==> src/rtl/booth_digit_sequencer.sv <==
// Booth multiplier-operand sequencer: emits overlapping (D+1)-bit windows LSB first, one per digit handshake.
// Latency: first window 1 cycle after load; while digit_ready=0 the window, index and last flag hold.
module booth_digit_sequencer #(
  parameter int WIDTH      = 16,
  parameter int DIGIT_BITS = 4,
  parameter int EARLY_TERM = 1
) (
  input  logic                  clk,
  input  logic                  rst_n,
  input  logic                  flush,
  input  logic                  load_valid,
  output logic                  load_ready,
  input  logic [WIDTH-1:0]      load_data,
  input  logic                  load_signed,
  output logic                  digit_valid,
  input  logic                  digit_ready,
  output logic [DIGIT_BITS:0]   digit,
  output logic [((((WIDTH+DIGIT_BITS)/DIGIT_BITS) > 1) ? $clog2((WIDTH+DIGIT_BITS)/DIGIT_BITS) : 1)-1:0] digit_idx,
  output logic                  digit_last,
  output logic                  busy
);

  localparam int D    = DIGIT_BITS;
  localparam int NDIG = (WIDTH + D) / D;
  localparam int EXT  = NDIG * D;
  localparam int IDXW = (NDIG > 1) ? $clog2(NDIG) : 1;
  localparam logic [IDXW-1:0] LAST_IDX = IDXW'(NDIG - 1);

  localparam logic [0:0] ST_IDLE  = 1'b0;
  localparam logic [0:0] ST_SHIFT = 1'b1;

  logic [0:0]      state_q, state_d;
  logic [EXT-1:0]  sr_q, sr_d;
  logic            pb_q, pb_d;
  logic            fb_q, fb_d;
  logic [IDXW-1:0] idx_q, idx_d;

  logic [EXT-1:0]  sr_shifted;
  logic            upper_match;
  logic            in_shift;
  logic            is_last;
  logic            load_fire;
  logic            dig_fire;
  logic            load_fill;

  // upper_match: every bit above the current digit copies its MSB, so all later Booth digits are zero
  generate
    if (NDIG > 1) begin : g_multi
      assign sr_shifted  = {{D{fb_q}}, sr_q[EXT-1:D]};
      assign upper_match = (sr_q[EXT-1:D] == {(EXT-D){sr_q[D-1]}});
    end else begin : g_single
      assign sr_shifted  = {D{fb_q}};
      assign upper_match = 1'b1;
    end
  endgenerate

  assign in_shift  = (state_q == ST_SHIFT);
  assign is_last   = in_shift & ((idx_q == LAST_IDX) | ((EARLY_TERM != 0) & upper_match));
  assign load_fire = load_valid & ~in_shift & ~flush;
  assign dig_fire  = in_shift & digit_ready & ~flush;
  assign load_fill = load_signed & load_data[WIDTH-1];

  always_comb begin
    state_d = state_q;
    sr_d    = sr_q;
    pb_d    = pb_q;
    fb_d    = fb_q;
    idx_d   = idx_q;
    if (flush) begin
      state_d = ST_IDLE;
      idx_d   = '0;
    end else if (load_fire) begin
      sr_d    = {{(EXT-WIDTH){load_fill}}, load_data};
      fb_d    = load_fill;
      pb_d    = 1'b0;
      idx_d   = '0;
      state_d = ST_SHIFT;
    end else if (dig_fire) begin
      if (is_last) begin
        state_d = ST_IDLE;
      end else begin
        sr_d  = sr_shifted;
        pb_d  = sr_q[D-1];
        idx_d = idx_q + IDXW'(1);
      end
    end
  end

  always_ff @(posedge clk or negedge rst_n) begin
    if (!rst_n) begin
      state_q <= ST_IDLE;
      sr_q    <= '0;
      pb_q    <= 1'b0;
      fb_q    <= 1'b0;
      idx_q   <= '0;
    end else begin
      state_q <= state_d;
      sr_q    <= sr_d;
      pb_q    <= pb_d;
      fb_q    <= fb_d;
      idx_q   <= idx_d;
    end
  end

  assign load_ready  = ~in_shift;
  assign digit_valid = in_shift;
  assign busy        = in_shift;
  assign digit       = in_shift ? {sr_q[D-1:0], pb_q} : '0;
  assign digit_idx   = in_shift ? idx_q : '0;
  assign digit_last  = is_last;

endmodule

==> config.mk <==
export PLATFORM = sky130hd
export DESIGN_NAME = booth_digit_sequencer
export DESIGN_NICKNAME = d
export VERILOG_FILES = /design/src/rtl/booth_digit_sequencer.sv
export SDC_FILE = /design/constraint.sdc
export NUM_CORES = 1
export LEC_CHECK = 0
export ABC_AREA = 1
export ABC_CLOCK_PERIOD_IN_PS = 2000
export CAP_MARGIN = 20
export CORE_ASPECT_RATIO = 0.8
export CORE_MARGIN = 2
export CORE_UTILIZATION = 25
export DETAILED_ROUTE_END_ITERATION = 8
export SETUP_SLACK_MARGIN = 0.02
export SYNTH_ARGS = -nofsm -noshare
export SYNTH_HDL_FRONTEND = slang
export SYNTH_SLANG_ARGS = --single-unit
==> constraint.sdc <==
create_clock -name clk -period 2 [get_ports clk]
set_input_delay 0.3 -clock clk [delete_from_list [all_inputs] [get_ports clk]]
set_output_delay 0.3 -clock clk [all_outputs]
set_load 0.03 [all_outputs]
==> flow_metrics.env, run 1 <==
export IMPL_synth_area_per_cell_um2=8.15
export IMPL_path_cells="nand2_1 > inv_1 > clkdlybuf4s50_1"
export IMPL_wire_per_inst_um=10.2
export IMPL_reg2reg_slack_ns=0.42
export IMPL_report_final_slew_viol_count=0
export IMPL_instances_no_fill=291
export IMPL_place_gp_congestion=0.745
export IMPL_final_cell_mix="59 x nand2_1, 30 x clkdlybuf4s50_1, 26 x inv_1, 22 x dfrtp_1, 18 x o21ai_2"
export IMPL_synth_fp_nets=203
export IMPL_grt_pass1_wl_um=5150
export IMPL_wl_um=2980
export IMPL_nFillCells=593
export IMPL_grt_max_degree=37
export IMPL_cpPeakStageDelay_ns=0.66
export IMPL_antenna_found_initial=0
export IMPL_setup_tns_ns=0
export IMPL_outcome="finished clean"
export IMPL_finalHoldViolCount=0
export IMPL_fin_skew_ns=0.00447
export IMPL_globalRoute_totalOverflow=0
export IMPL_ant_nets=0
export IMPL_ff_latch_area_um2=577
export IMPL_path_delay_family="buffers and inverters"
export IMPL_start_util_pct=26.3
export IMPL_power_leakage_nw=0.955
export IMPL_max_slew_margin_pct=78.9
export IMPL_worst_pin_slew_ns=0.316
export IMPL_finalSetupViolations=0
export IMPL_period_share_pct=94.4
export IMPL_criticalPathCategory="flip-flop to primary output"
export IMPL_clk_transition_reported_paths_ns=0.08
export IMPL_use_met1_pct=13.6
export IMPL_vias_per_cell=4.05
export IMPL_use_met3_pct=3.53
export IMPL_cp_data_arrival_time_ns=1.59
export IMPL_total_power_mw=1.93
export IMPL_track_usage_pct=10.2
export IMPL_stdcell_area_um2=1910
export IMPL_synth_seq_cells=23
export IMPL_die_h_um=72.3
export IMPL_postCtsSetupRepairBufs=0
export IMPL_timing_max_cap_violations=0
export IMPL_via_count=1178
export IMPL_power_density_nw_per_um2=1010
export IMPL_worst_path_buf_inv=2
export IMPL_clockBufferDepth=2
export IMPL_gr_max_usage_layer="met2"
export IMPL_period_needed_ns=1.89
export IMPL_clock_latency_ns=0.26
export IMPL_cp_slowest_cell="clkdlybuf4s50_1"
export IMPL_cts_sinks=23
export IMPL_die_w_um=89.4
export IMPL_synth_area_um2=1460
export IMPL_min_path_type="primary input to asynchronous set/reset pin"
export IMPL_drt_pre_antenna_iters=4
export IMPL_core_area_um2=5560
export IMPL_multi_input_area_um2=713
export IMPL_peakVddDrop_v=0.000288
export IMPL_h_tree_depth=1
export IMPL_placed_cells=287
export IMPL_synth_distinct_cells=25
export IMPL_fmax_ghz=0.530
export IMPL_antennaDiodeCount=0
export IMPL_crit_path_max_fanout=13
export IMPL_io_buffers=33
export IMPL_yosys_warnings=0
export IMPL_place_hpwl_um=2250
export IMPL_drc_errors=0
export IMPL_start_kind="flip-flop"
export IMPL_ioPinCount=34
export IMPL_grt_pass1_vias=1105
export IMPL_drive_gt1_share_pct=16.4
export IMPL_syn_to_final_growth_pct=31.2
export IMPL_required_ns=1.70
export IMPL_rows=24
export IMPL_yosysSeqAreaShare_pct=39.5
export IMPL_fin_nets=238
export IMPL_worst_hold_slack_ns=0.392
export IMPL_dieArea_um2=6470
export IMPL_rsz0062_at_grt="yes"
export IMPL_grt_util_met2_pct=16.0
export IMPL_first_iter_violations=66
export IMPL_final_common_cell="nand2_1"
export IMPL_placed_area_um2=1860
export IMPL_cts_buffers=3
export IMPL_cts_tree="yes"
export IMPL_syn_inst=179
export IMPL_clockRootBuffer="clkbuf_8"
export IMPL_worstSetupEndpointType="primary output"
synthesized netlist by cell type (all sizes together):
library cell / count / share of area (%)
o22ai: 1 / 0.43
inv: 27 / 6.9
nand4: 3 / 1.3
ha: 2 / 1.7
nand2: 63 / 17
mux2i: 11 / 7.5
o21ai: 19 / 11
dfrtp: 23 / 39
nor3: 1 / 0.34
nand3: 5 / 2.6
buf: 6 / 4.7
a21oi: 2 / 1.2
or2: 1 / 0.43
nor2: 13 / 3.9
nand3b: 1 / 0.51
xnor2: 1 / 0.60
report_power, final:
group / switching (mW) / internal [mW]
clock: 0.146 / 0.142
sequential: 0.185 / 0.638
combinational: 0.447 / 0.371
total: 0.778 / 1.15
final cells by class:
type | count | share of cell area [%]
Multi-Input combinational cell | 123 | 37.3
Sequential cell | 23 | 30.1
Timing Repair Buffer | 36 | 19.9
Inverter | 27 | 5.29
Tap cell | 78 | 5.10
Clock buffer | 4 | 2.35
logic make-up after synthesis:
kind of cell               after synthesis  share of synthesized area, %
AOI/OAI and AO/OA                       22                          12.8
xor gates and xnor gates                 1                         0.600
adders and majority gates                2                          1.71
buffers and inverters                   33                          11.7
DFF                                     23                          39.5
muxes                                   11                          7.55
and+or+nand+nor                         87                          26.2
repair_timing:
| action | CTS | global route |
|---|---|---|
| endpoints found under the setup margin | 8 | 3 |
| pin swaps | 0 | 0 |
| gates resized for setup | 1 | 2 |
| hold buffers | 0 | 0 |
| gates cloned | 0 | 0 |
| hold endpoints to repair | 0 | 0 |
worst paths after layout:
path / startpoint / endpoint / depth (start not counted)
worst min-delay path: rst_n / sr_q[5] / 2
min in group clk: pb_q / pb_q / 2
worst max-delay path: busy / digit[4] / 3
worst max register to register: busy / sr_q[2] / 6
worst min register to register: pb_q / pb_q / 2
max in group asynchronous: rst_n / busy / 2
layer usage:
metal,vias up,wire length [um]
met4,0,17
met1,527,1420
met5,-,0
li1,627,-
met2,22,1390
met3,2,159
per-stage QoR:
step,utilization [%],setup WS (ns)
after floorplan,-,0.185
after global placement,33.5,0.264
after detailed placement,33.5,0.248
after CTS,34.4,0.0813
after global routing,34.5,0.0146
final,34.5,0.112
state kept, by name, indices dropped and copies added (netlist names):
| name | count |
|---|---|
| pb_q | 1 |
| idx_q | 3 |
| busy | 1 |
| fb_q | 1 |
| sr_q | 17 |
(Power assumes the default switching activity.)
==> run 2, diff against run 1 <==
- ABC_CLOCK_PERIOD_IN_PS: 2000 -> 1900
- CORE_MARGIN: 2 -> not set
- SLEW_MARGIN: not set -> 10
- clock period: 2 -> 1.9 ns (I/O delays scaled with it)
==> run 2 against run 1 <==
  * Sequential cell count stayed put
  * Critical path type unchanged
  * Power is 7.6% higher
  * Critical path depth is 2 lower
  * Sequential power is 5.1% higher
  * Clock power is 7.3% higher
  * First-iteration DRC count is 20% higher
  * Die area is 4.9% lower
  * Utilization is 0.53 points higher
  * Routed wire length is 0.67% higher
==> flow_metrics.env, run 2 (synthesis results as in run 1) <==
export IMPL_outcome="finished clean"
export IMPL_vias_per_cell=4.02
export IMPL_die_h_um=70.3
export IMPL_clock_latency_ns=0.27
export IMPL_min_path_type="primary input to asynchronous set/reset pin"
export IMPL_crit_path_max_fanout=13
export IMPL_p_sw_share_pct=40.9
export IMPL_pwr_share_comb_pct=43.5
export IMPL_antennaDiodeCount=0
export IMPL_drc_errors=0
export IMPL_setup_tns_ns=0
export IMPL_fmax_ghz=0.556
export IMPL_cp_data_arrival_time_ns=1.51
export IMPL_criticalPathCategory="flip-flop to primary output"
export IMPL_r2r_cells=6
export IMPL_worstSetupEndpointType="primary output"
export IMPL_place_hpwl_um=2190
export IMPL_report_final_slew_viol_count=0
export IMPL_grt_max_degree=37
export IMPL_worst_pin_slew_ns=0.324
export IMPL_cp_slowest_cell="clkdlybuf4s50_1"
export IMPL_h_tree_depth=1
export IMPL_clkPwrFrac_pct=14.9
export IMPL_power_leakage_nw=0.990
export IMPL_final_cell_mix="59 x nand2_1, 26 x inv_1, 22 x clkdlybuf4s50_1, 21 x dfrtp_1, 18 x o21ai_2"
export IMPL_fin_ws_ns=0.103
export IMPL_dieArea_um2=6150
export IMPL_required_ns=1.62
export IMPL_core_area_um2=5530
export IMPL_cts_buffers=3
export IMPL_rows=24
export IMPL_die_w_um=87.4
export IMPL_use_met1_pct=15.7
export IMPL_clockRootBuffer="clkbuf_8"
export IMPL_regMostFlops="sr_q"
export IMPL_syn_to_final_growth_pct=32.5
export IMPL_worst_path_stages=1
export IMPL_rsz0062_at_grt="no"
export IMPL_globalRoute_totalOverflow=0
export IMPL_finalSetupViolations=0
export IMPL_cts_sinks=23
export IMPL_first_iter_violations=79
export IMPL_instances_no_fill=294
export IMPL_finalHoldViolCount=0
export IMPL_cts_tree="yes"
export IMPL_io_buffers=33
export IMPL_placed_cells=287
export IMPL_antenna_found_initial=0
export IMPL_dp_slack_ns=0.142
export IMPL_clk_transition_reported_paths_ns=0.09
export IMPL_track_usage_pct=11.0
export IMPL_power_switching_mw=0.849
export IMPL_cpPeakStageDelay_ns=0.72
export IMPL_via_count=1183
export IMPL_path_cells="clkdlybuf4s50_1"
export IMPL_worst_path_buf_inv=1
export IMPL_wl_um=3000
export IMPL_gr_max_usage_layer="met2"
export IMPL_period_share_pct=94.6
export IMPL_start_kind="flip-flop"
export IMPL_grt_pass1_vias=1098
export IMPL_fin_nets=241
export IMPL_use_met3_pct=3.43
export IMPL_place_gp_congestion=0.729
export IMPL_grt_util_met2_pct=16.7
export IMPL_final_common_cell="nand2_1"
export IMPL_fin_skew_ns=0.00876
export IMPL_largest_register_ffs=17
export IMPL_wire_per_inst_um=10.2
export IMPL_p_seq_share_pct=41.7
export IMPL_peakVddDrop_v=0.000310
export IMPL_max_slew_margin_pct=78.4
export IMPL_timing_max_cap_violations=0
export IMPL_power_internal_mw=1.23
export IMPL_drive_gt1_share_pct=18.5
export IMPL_ioPinCount=34
export IMPL_ant_nets=0
export IMPL_path_delay_family="buffers and inverters"
export IMPL_start_util_pct=26.4
export IMPL_clockBufferDepth=2
export IMPL_top_regs="sr_q x17, idx_q x3"
export IMPL_period_needed_ns=1.80
export IMPL_drt_pre_antenna_iters=4
export IMPL_power_density_nw_per_um2=1070
export IMPL_grt_pass1_wl_um=5210
[run 2: routing by layer]
layer  up-vias  wire length (um)
met2        23              1340
met1       527              1520
li1        631                 -
met3         2               135
met4         0                 8
met5         -                 0
[run 2: final cells by class]
class                   count  area [um^2]
inverters                  27          101
fillers                   597         3590
repair buffers             39          397
flip-flops and latches     23          578
clock inverters             1         5.00
well taps                  78         97.6
multi-input cells         123          713
clock buffers               3         41.3
[run 2: final timing paths]
check	start	endpoint	slack, ns
setup / recovery	busy	busy	0.10
hold / removal	rst_n	idx_q[2]	0.36
setup reg to reg	busy	sr_q[9]	0.32
hold reg to reg	sr_q[1]	sr_q[1]	0.49
max in group asynchronous	rst_n	sr_q[3]	1.28
min in group clk	sr_q[1]	sr_q[1]	0.49
[run 2: what timing repair did]
item | in CTS | in global routing
buffers inserted | 0 | 3
hold buffers | 0 | 0
setup endpoints to repair | 11 | 3
gates resized for setup | 9 | 4
endpoints found under the hold margin | 0 | 0
gates cloned | 0 | 0
[run 2: worst reg2reg max path, stage by stage, from the launching register on]
cell	delay, ns
dfrtp_2	0.52
inv_2	0.11
nand2_1	0.13
nor2_4	0.22
buf_12	0.18
mux2i_1	0.23
o21ai_2	0.08
[run 2: per-stage QoR]
step / util, % / power [mW] / instance area (um^2) / hold WS [ns]
after global routing: 35.0 / 2.26 / 1930 / 0.385
final: 35.0 / 2.08 / 1930 / 0.359
after CTS: 34.4 / 2.06 / 1900 / 0.368
after floorplan: - / 1.52 / 1460 / -0.0106
after detailed placement: 33.7 / 1.76 / 1860 / 0.476
after global placement: 33.7 / 1.73 / 1860 / 0.466
[run 2: power groups by stage]
stage | sequential (mW) | combinational, mW | clock [mW]
after detailed placement | 0.881 | 0.878 | 0
after global routing | 0.898 | 1.01 | 0.351
after CTS | 0.872 | 0.866 | 0.325
after global placement | 0.868 | 0.864 | 0
final | 0.865 | 0.902 | 0.309
after floorplan | 0.820 | 0.696 | 0
